==> src/rtl/fetch_stage.sv <==
// Instruction-fetch stage: owns PCF, fetches over a variable-latency req/resp port and fills IF/ID.
// Define FETCH_PERF_EN to add the FetchCountF / BubbleCountF performance counters.
module fetch_stage #(
  parameter int unsigned          WORD_SIZE = 32,
  parameter logic [WORD_SIZE-1:0] RESET_PC  = WORD_SIZE'(32'h0000_0000),
  parameter logic [WORD_SIZE-1:0] NOP_INSTR = WORD_SIZE'(32'h0000_0013)
) (
  input  logic                 clk,
  input  logic                 rst,
  input  logic                 PCSrcE,
  input  logic [WORD_SIZE-1:0] PCTargetE,
  input  logic                 StallF,
  input  logic                 StallD,
  input  logic                 FlushD,
  output logic                 imem_req,
  output logic [WORD_SIZE-1:0] imem_addr,
  input  logic                 imem_rvalid,
  input  logic [WORD_SIZE-1:0] imem_rdata,
  output logic [WORD_SIZE-1:0] PCF,
  output logic [WORD_SIZE-1:0] InstrD,
  output logic [WORD_SIZE-1:0] PCD,
  output logic [WORD_SIZE-1:0] PCPlus4D
`ifdef FETCH_PERF_EN
  ,
  output logic [31:0]          FetchCountF,
  output logic [31:0]          BubbleCountF
`endif
);

  localparam int unsigned CNT_W = 32;

  typedef enum logic [1:0] {
    S_REQ   = 2'd0,
    S_WAIT  = 2'd1,
    S_HOLD  = 2'd2,
    S_DRAIN = 2'd3
  } state_t;

  state_t               r_state;
  logic [WORD_SIZE-1:0] r_pcf;
  logic [WORD_SIZE-1:0] r_skid;
  logic [WORD_SIZE-1:0] r_instr_d;
  logic [WORD_SIZE-1:0] r_pc_d;
  logic [WORD_SIZE-1:0] r_pc_plus4_d;

  logic                 w_req;
  logic                 w_deliver;
  logic                 w_load_instr;
  logic                 w_load_bubble;
  logic [WORD_SIZE-1:0] w_fetch_word;
  logic [WORD_SIZE-1:0] w_pc_plus4;

  // Request strobe is held low throughout reset and whenever fetch is stalled.
  assign w_req     = rst && (r_state == S_REQ) && !StallF;
  assign imem_req  = w_req;
  assign imem_addr = r_pcf;

  // A fetch completes when a fresh word (from memory or skid) can enter IF/ID this edge.
  assign w_deliver     = !PCSrcE && !StallD &&
                         (((r_state == S_WAIT) && imem_rvalid) || (r_state == S_HOLD));
  assign w_load_instr  = w_deliver && !FlushD;
  assign w_load_bubble = PCSrcE || FlushD || (!StallD && !w_deliver);
  assign w_fetch_word  = (r_state == S_HOLD) ? r_skid : imem_rdata;
  assign w_pc_plus4    = r_pcf + WORD_SIZE'(4);

  always_ff @(posedge clk) begin
    if (!rst) begin
      r_state      <= S_REQ;
      r_pcf        <= RESET_PC;
      r_skid       <= '0;
      r_instr_d    <= NOP_INSTR;
      r_pc_d       <= '0;
      r_pc_plus4_d <= '0;
    end else begin
      case (r_state)
        S_REQ: begin
          if (PCSrcE)     r_state <= w_req ? S_DRAIN : S_REQ;
          else if (w_req) r_state <= S_WAIT;
        end
        S_WAIT: begin
          // A redirect in the same cycle as the response simply drops the response.
          if (imem_rvalid) begin
            if (PCSrcE || !StallD) begin
              r_state <= S_REQ;
            end else begin
              r_state <= S_HOLD;
              r_skid  <= imem_rdata;
            end
          end else if (PCSrcE) begin
            r_state <= S_DRAIN;
          end
        end
        S_HOLD: begin
          if (PCSrcE || !StallD) r_state <= S_REQ;
        end
        S_DRAIN: begin
          // Once the stale response is consumed nothing is outstanding, even under a redirect.
          if (imem_rvalid) r_state <= S_REQ;
        end
        default: r_state <= S_REQ;
      endcase

      if (PCSrcE)         r_pcf <= PCTargetE;
      else if (w_deliver) r_pcf <= w_pc_plus4;

      if (w_load_bubble) begin
        r_instr_d    <= NOP_INSTR;
        r_pc_d       <= '0;
        r_pc_plus4_d <= '0;
      end else if (w_load_instr) begin
        r_instr_d    <= w_fetch_word;
        r_pc_d       <= r_pcf;
        r_pc_plus4_d <= w_pc_plus4;
      end
    end
  end

  assign PCF      = r_pcf;
  assign InstrD   = r_instr_d;
  assign PCD      = r_pc_d;
  assign PCPlus4D = r_pc_plus4_d;

`ifdef FETCH_PERF_EN
  logic [CNT_W-1:0] r_fetch_cnt;
  logic [CNT_W-1:0] r_bubble_cnt;

  // Free-running event counters; reset-time bubble loads are not counted.
  always_ff @(posedge clk) begin
    if (!rst) begin
      r_fetch_cnt  <= '0;
      r_bubble_cnt <= '0;
    end else begin
      if (w_load_instr)  r_fetch_cnt  <= r_fetch_cnt + CNT_W'(1);
      if (w_load_bubble) r_bubble_cnt <= r_bubble_cnt + CNT_W'(1);
    end
  end

  assign FetchCountF  = r_fetch_cnt;
  assign BubbleCountF = r_bubble_cnt;
`endif

endmodule

==> config.mk <==
export PLATFORM = sky130hd
export DESIGN_NAME = fetch_stage
export DESIGN_NICKNAME = d
export VERILOG_FILES = /design/src/rtl/fetch_stage.sv
export SDC_FILE = /design/constraint.sdc
export NUM_CORES = 1
export LEC_CHECK = 0
export ABC_AREA = 0
export BUFFER_PORTS_ARGS = -buffer_cell sky130_fd_sc_hd__buf_2
export CORE_MARGIN = 1
export CORE_UTILIZATION = 35
export CTS_CLUSTER_DIAMETER = 80
export DETAILED_ROUTE_END_ITERATION = 10
export PLACE_DENSITY = 0.56
export RECOVER_POWER = 100
export SLEW_MARGIN = 30
export SYNTH_ARGS = -nofsm -noshare
export SYNTH_HDL_FRONTEND = slang
export SYNTH_SLANG_ARGS = --single-unit
==> constraint.sdc <==
create_clock -name clk -period 4.8 [get_ports clk]
set_input_delay 0.48 -clock clk [delete_from_list [all_inputs] [get_ports clk]]
set_output_delay 0.48 -clock clk [all_outputs]
set_load 0.03 [all_outputs]
==> Yosys cells after proc, flatten, opt, wreduce, memory -nomap -nowiden <==
Index checks and enable logic that the tools add are counted.
{ "totals": {"elab_cells": 49, "in_bits": 71, "regBits": 162, "out_inout_bits": 161} }
{ "op_classes": {"n_bitwise": 2, "n_eq_ne": 7, "n_reduce_logical": 21, "addsub": 1, "muxes": 12} }
{ "ops": {"columns": ["op", "n"], "rows": [
  ["32-bit two-way mux", 3],
  ["32-bit by 3-bit adder with 32-bit output (second input constant)", 1],
  ["2-bit two-way mux", 8],
  ["2-bit one-hot mux with 4 select lines", 1],
  ["1-bit logical AND", 7],
  ["3-bit != test (second input constant)", 2],
  ["1-bit logical NOT", 5],
  ["2-bit == test (second input constant)", 2],
  ["1-bit logical OR", 4],
  ["4-bit AND reduction", 1],
  ["3-bit AND reduction", 1],
  ["2-bit by 1-bit == test with 1-bit output (second input constant)", 1],
  ["2-bit logical NOT", 1],
  ["2-bit by 1-bit != test with 1-bit output (second input constant)", 1],
  ["2-bit != test (second input constant)", 1],
  ["1-bit inverter", 2],
  ["2-bit nonzero test", 1],
  ["2-bit OR reduction", 1]
]} }

==> Longest topological paths before layout <==
Gate-level depths: netlist of the first run.
{ "depth": {"word_depth": 8, "ltp_mapped": 9, "mapped_depth_nobuf": 6} }

==> Worst setup path before layout of the first run <==
No wires, ideal clock.
{ "synth_path": {"path_kind": "input to output", "startpoint": "in rst", "endpoint": "out imem_req", "n_path_buf": 2, "required_time_ns": 4.320, "stages": 4, "arrival_time_ns": 1.917, "path_slack_ns": 2.403, "path_cell_list": "clkbuf_1 inv_1 clkbuf_1 nor4_1"} }
{ "synth_via": {"elab_chain_cells": 2} }
{ "synth_lines": {"columns": ["element", "line", "rtl"], "rows": [
  ["start, declared", "9", "input logic rst,"],
  ["1-bit logical AND (2 in a row)", "54", "assign w_req = rst && (r_state == S_REQ) && !StallF;"],
  ["end, declared", "15", "output logic imem_req,"]
]} }
Every way passes these cells.

==> Worst setup path in the final report of the first run <==
{ "layout_path": {"startpoint": "in PCSrcE", "endpoint": "reg r_skid[4]"} }
{ "layout_via": {"elab_chain_cells": 3} }
{ "layout_lines": {"columns": ["element", "line", "rtl"], "rows": [
  ["start, declared", "10", "input logic PCSrcE,"],
  ["1-bit logical OR", "83", "if (PCSrcE || !StallD) begin"],
  ["1-bit inverter (no line)", null, null],
  ["3-bit AND reduction (no line)", null, null],
  ["end signal, assigned", "87", "r_skid <= imem_rdata;"],
  ["end, declared", "41", "logic [WORD_SIZE-1:0] r_skid;"]
]} }
Every way passes these cells.
A chain may end at the register's enable or synchronous reset.

==> results of run 1 <==
-- logic make-up after synthesis --
logic type / share of synthesized area (%)
and+or+nand+nor: 21.5
AOI/OAI and AO/OA: 17.2
DFF: 45.1
buffers and inverters: 9.08
xor gates and xnor gates: 6.42
muxes: 0.423
adders and majority gates: 0.176
-- placed cells by master (no fill, tap or decap), types with 2 or more instances in the layout --
| cell type | instances |
|---|---|
| a211oi_1 | 7 |
| a21oi_1 | 113 |
| a311oi_1 | 30 |
| and2_1 | 3 |
| and3_1 | 5 |
| and4_1 | 2 |
| buf_2 | 69 |
| buf_4 | 9 |
| bufinv_16 | 2 |
| clkbuf_1 | 167 |
| clkbuf_16 | 17 |
| clkinv_2 | 4 |
| clkinv_4 | 4 |
| clkinvlp_4 | 2 |
| dfxtp_1 | 160 |
| inv_1 | 6 |
| mux2i_1 | 3 |
| nand2_1 | 211 |
| nand3_1 | 23 |
| nand4_1 | 15 |
| nor2_1 | 61 |
| nor3_1 | 12 |
| nor4_1 | 2 |
| nor4_4 | 3 |
| o211ai_1 | 2 |
| o21ai_0 | 48 |
| o22ai_1 | 2 |
| o311ai_0 | 3 |
| or3_1 | 2 |
| xnor2_1 | 22 |
| xor2_1 | 30 |
-- flip-flops by register name, summed over array words and instances, names as in the netlist --
signal,count
InstrD,32
PCPlus4D,30
PCF,32
r_skid,32
r_state,2
PCD,32
-- final cells by class --
class                           instances  area, um^2  area share (%)
Antenna cell                            1        2.50          0.0297
Clock buffer                           19         443            5.25
Clock inverter                         13         139            1.65
Inverter                                7        26.3           0.311
Multi-Input combinational cell        615        3250            38.6
Sequential cell                       160        3200            38.0
Tap cell                              265         332            3.93
Timing Repair Buffer                  244        1040            12.3
-- synthesized netlist by cell type, drive strengths merged, types with 3 or more instances --
cell,count,area (um^2)
xnor2,22,193
nand4,15,93.8
dfxtp,160,3200
a211oi,7,52.6
nor4,6,88.8
o311ai,3,26.3
mux2i,3,30.0
o21ai,49,249
nand2,211,792
buf,69,452
a311oi,30,263
and3,5,31.3
nand3,24,125
nor2,61,229
xor2,30,263
clkbuf,44,166
and2,3,18.8
inv,7,26.3
a21oi,114,574
nor3,14,81.3
-- path summary, 6_finish.rpt --
| check | startpoint | to | slack, ns | depth (start not counted) |
|---|---|---|---|---|
| setup / recovery | PCSrcE | r_skid[4] | 1.27 | 7 |
| hold / removal | PCTargetE[1] | PCF[1] | 0.29 | 3 |
| hold reg to reg | PCD[8] | PCD[8] | 0.45 | 2 |
| setup reg to reg | r_state[1] | PCPlus4D[5] | 1.67 | 5 |
-- metal layers --
metal	routed length (um)	vias up	GRT usage [%]
li1	-	3302	-
met1	10100	3006	27.5
met2	9670	184	32.3
met3	949	20	4.17
met4	244	0	6.26
met5	0	-	0
-- per-stage QoR --
step / total power (W) / utilization [%]
after detailed placement: 0.00175 / 41.1
after floorplan: 0.00166 / -
after CTS: 0.00310 / 44.0
final: 0.00306 / 42.9
after global routing: 0.00318 / 42.9
after global placement: 0.00175 / 41.1
-- power by group --
part / total (W) / leakage [nW] / internal, W / switching [W]
Combinational: 0.000302 / 1.28 / 0.0000861 / 0.000216
Sequential: 0.00141 / 1.30 / 0.00135 / 0.0000538
Clock: 0.00135 / 0.283 / 0.000781 / 0.000567
Total: 0.00306 / 2.86 / 0.00222 / 0.000836
-- critical path, stage by stage --
cell	delay [ns]
buf_2	0.21
clkinv_1	0.09
clkbuf_1	1.68
nand3_1	0.18
clkbuf_1	0.71
nand2_1	0.25
a21oi_1	0.09
==> impl_metrics.json, run 1 <==
{
  "dp_slack_ns": 2.05,
  "first_pass_iters": 5,
  "gp_congestion": 0.753,
  "cap_violations": 4,
  "yosysUniqueCellTypes": 43,
  "maxSlewViolCount": 179,
  "finalClockSkew_ns": 0.00715,
  "cts_setup_buffers": 0,
  "leakage_nw": 2.86,
  "tns_ns": 0,
  "via_per_inst": 4.92,
  "io_pins": 232,
  "root_buffer": "clkbuf_16",
  "fin_ws_ns": 1.27,
  "avgSynthCellArea_um2": 7.93,
  "syn_area_um2": 7090,
  "violations": "max-capacitance violations, max-slew violations",
  "fmax_mhz": 283,
  "hpwl_um": 13700,
  "clk_latency_ns": 0.42,
  "drive_gt1_share_pct": 11.2,
  "cts_tree": "built",
  "start_util_pct": 36.1,
  "via_count": 6512,
  "grt-ovfl-total": 0,
  "clock_sinks": 160,
  "hold_violations": 0,
  "post_drt_wl_per_cell_um": 15.8,
  "synthToLayoutAreaGrowth_pct": 18.9,
  "core_area_um2": 19700,
  "cts_resized": 0,
  "timing.final.crit_share_pct": 73.6,
  "die_x_um": 144,
  "dieArea_um2": 20800,
  "relSlewSlack_pct": -58.1,
  "ant_nets": 0,
  "drtIter0Drc": 365,
  "nets": 1117,
  "synth_edf_count": 0,
  "worstPathArrival_ns": 3.74,
  "wl_um": 20900,
  "final_cells": 1324,
  "end_kind": "register",
  "die_h_um": 144,
  "async_flop_share_pct": 0,
  "place_inst": 1291,
  "grtUsageTotal_pct": 20.3,
  "synth_fp_nets": 967,
  "hold_class": "primary input to register",
  "crit_required_ns": 5.01,
  "rsz0062_at_grt": "false",
  "ys_seq_area_share_pct": 45.1,
  "status": "complete, but fails checks",
  "fin_area_um2": 8440,
  "cts_buffers": 17,
  "clk_pin_slew_ns": 0.06,
  "antenna_found_initial": 1,
  "yosysWarnings": 0,
  "path_max_fanout": 57,
  "clock_path_buffers": 2,
  "synth-seq-cells": 160,
  "path_class": "primary input to register",
  "drc": 0,
  "hold_ws_ns": 0.293,
  "grt_max_degree": 78,
  "nFillCells": 2147,
  "p_per_area_nw_per_um2": 362,
  "synth_cells": 895,
  "setup_viol": 0,
  "layout_min_cycle_time_ns": 3.53,
  "htree_levels": 4,
  "place_area_um2": 8080,
  "synthFlopType": "dfxtp_1",
  "ctsHoldBuffers": 0,
  "start_kind": "primary input",
  "vdd_drop_max_v": 0.000241,
  "grt_pass1_wl_um": 32100,
  "port-buffer-count": 231,
  "grt_pass1_vias": 5902,
  "rows": 51,
  "worstMarginPinSlew_ns": 2.37
}
Note: power is estimated with default switching activity, not from simulation.
==> inputs of run 2 (changes only) <==
- clock period: 4.8 -> 3.4 ns (I/O delays scaled with it)
==> run 2 against run 1 <==
  * The flow still finishes with violations (max-capacitance violations, max-slew violations)
  * Critical path depth unchanged
  * Count of clock-buffer cells in the layout up 1
  * First-iteration DRC count up 4.9%
  * Register-to-register slack worse by 1.0 ns
  * Non-clock buffer count up 2
  * Power up 42%
  * Flip-flop and latch count unchanged
  * Highest routed layer unchanged
  * Global-route usage down 0.38 points
  * Via count up 0.51%
  * Sequential power up 40%
  * Routed wire length down 1.1%
  * Cell count about the same
==> impl_metrics.json, run 2 (same netlist as run 1, synthesis figures left out) <==
{
  "post_drt_wl_per_cell_um": 15.6,
  "path_cells": "nor2b_1 -> buf_4 -> o21ai_1 -> nor3_4 -> buf_12 -> nor2_1 -> a311oi_1",
  "antenna_found_initial": 0,
  "hpwl_um": 13500,
  "rsz0062_at_grt": "false",
  "worstPathArrival_ns": 3.08,
  "io_pins": 232,
  "use_met3_pct": 4.34,
  "crit_required_ns": 3.71,
  "root_buffer": "clkbuf_16",
  "cap_violations": 2,
  "status": "complete, but fails checks",
  "top_usage_layer": "met2",
  "hold_ws_ns": 0.144,
  "rows": 51,
  "gp_congestion": 0.754,
  "worstMarginPinSlew_ns": 2.07,
  "clock_path_buffers": 2,
  "tns_ns": 0,
  "grtUsageTotal_pct": 19.9,
  "place_area_um2": 8120,
  "grt_max_degree": 115,
  "hold_path_depth": 3,
  "start_util_pct": 36.1,
  "via_per_inst": 4.94,
  "end_kind": "register",
  "cts_buffers": 17,
  "drive_gt1_share_pct": 11.1,
  "cts_tree": "built",
  "hold_violations": 0,
  "finalClockSkew_ns": 0.0131,
  "clk_latency_ns": 0.43,
  "dieArea_um2": 20800,
  "die_x_um": 144,
  "core_area_um2": 19700,
  "vdd_drop_max_v": 0.000338,
  "p_per_area_nw_per_um2": 513,
  "grt_use_met1_pct": 26.4,
  "reg2regPathDepth": 7,
  "via_count": 6545,
  "port-buffer-count": 231,
  "power.total_w": 0.00434,
  "leakage_nw": 2.86,
  "relSlewSlack_pct": -38.2,
  "fmax_mhz": 361,
  "hold_class": "primary input to register",
  "drtIter0Drc": 383,
  "wl_um": 20700,
  "cts_setup_buffers": 0,
  "fin_area_um2": 8460,
  "diodes": 0,
  "first_pass_iters": 4,
  "start_kind": "register",
  "critical-path-slowest-cell": "dfxtp_1",
  "grt_pass1_vias": 5944,
  "grt_pass1_wl_um": 31800,
  "layout_common_cells": "211 x nand2_1, 166 x clkbuf_1, 160 x dfxtp_1",
  "layout_commonest_cell": "nand2_1",
  "die_h_um": 144,
  "nets": 1119,
  "final_core_util_pct": 43.0,
  "setup_viol": 0,
  "cts_resized": 0,
  "drc": 0,
  "nFillCells": 2135,
  "ctsHoldBuffers": 0,
  "met2_usage_pct": 32.2,
  "multi_input_area_um2": 3230,
  "crit_path_max_incr_delay_ns": 0.46,
  "layout_min_cycle_time_ns": 2.77,
  "maxSlewViolCount": 77,
  "clk_pin_slew_ns": 0.07,
  "timing.final.crit_share_pct": 81.5,
  "grt-ovfl-total": 0,
  "path_max_fanout": 114,
  "clock_sinks": 160,
  "path_class": "register to register",
  "ant_nets": 0,
  "htree_levels": 4,
  "violations": "max-capacitance violations, max-slew violations",
  "seqCellArea_um2": 3200,
  "synthToLayoutAreaGrowth_pct": 19.2
}
run 2: changes by cell type in the layout (fill, tap and decap cells not counted), sizes merged:
cell,delta
buf,+2
clkbuf,+1
clkinv,-3
clkinvlp,+2
diode,-1
run 2: worst paths after layout:
kind,to,slack (ns),from
worst max-delay path,InstrD[9],0.63,r_state[1]
worst min-delay path,PCF[2],0.14,PCTargetE[2]
worst max register to register,InstrD[9],0.63,r_state[1]
worst min register to register,PCD[20],0.45,PCD[20]
run 2: layout make-up:
type / instances / share of cell area [%]
well taps: 265 / 3.92
clock buffers: 20 / 5.40
multi-input cells: 615 / 38.2
clock inverters: 12 / 1.60
repair buffers: 246 / 12.7
inverters: 7 / 0.311
flip-flops and latches: 160 / 37.9
run 2: stage by stage:
step / instances / setup WS, ns
3_3_place_gp: 1293 / 1.01
3_5_place_dp: 1293 / 0.914
6_report: 1325 / 0.630
2_1_floorplan: 895 / 1.28
4_1_cts: 1325 / 0.885
5_1_grt: 1325 / 0.390
run 2: critical path, delay by kind of cell, from the launching register on:
kind                   cells  cell delay (ns)
buffers and inverters      2             0.74
flip-flops                 1             0.46
AND/OR/NAND/NOR            3             0.60
AO/OA/AOI/OAI              2             0.70
run 2: report_power, final:
group          internal [W]  switching (W)
sequential          0.00191      0.0000745
combinational      0.000122       0.000302
clock               0.00112       0.000809
total               0.00316        0.00119
run 2: routing by layer:
layer / vias to the layer above / wire length, um / share of wire [%]
met5: - / 0 / 0
met4: 0 / 231 / 1.1
met3: 19 / 1100 / 5.3
met2: 184 / 9700 / 47
met1: 3033 / 9650 / 47
li1: 3309 / - / -
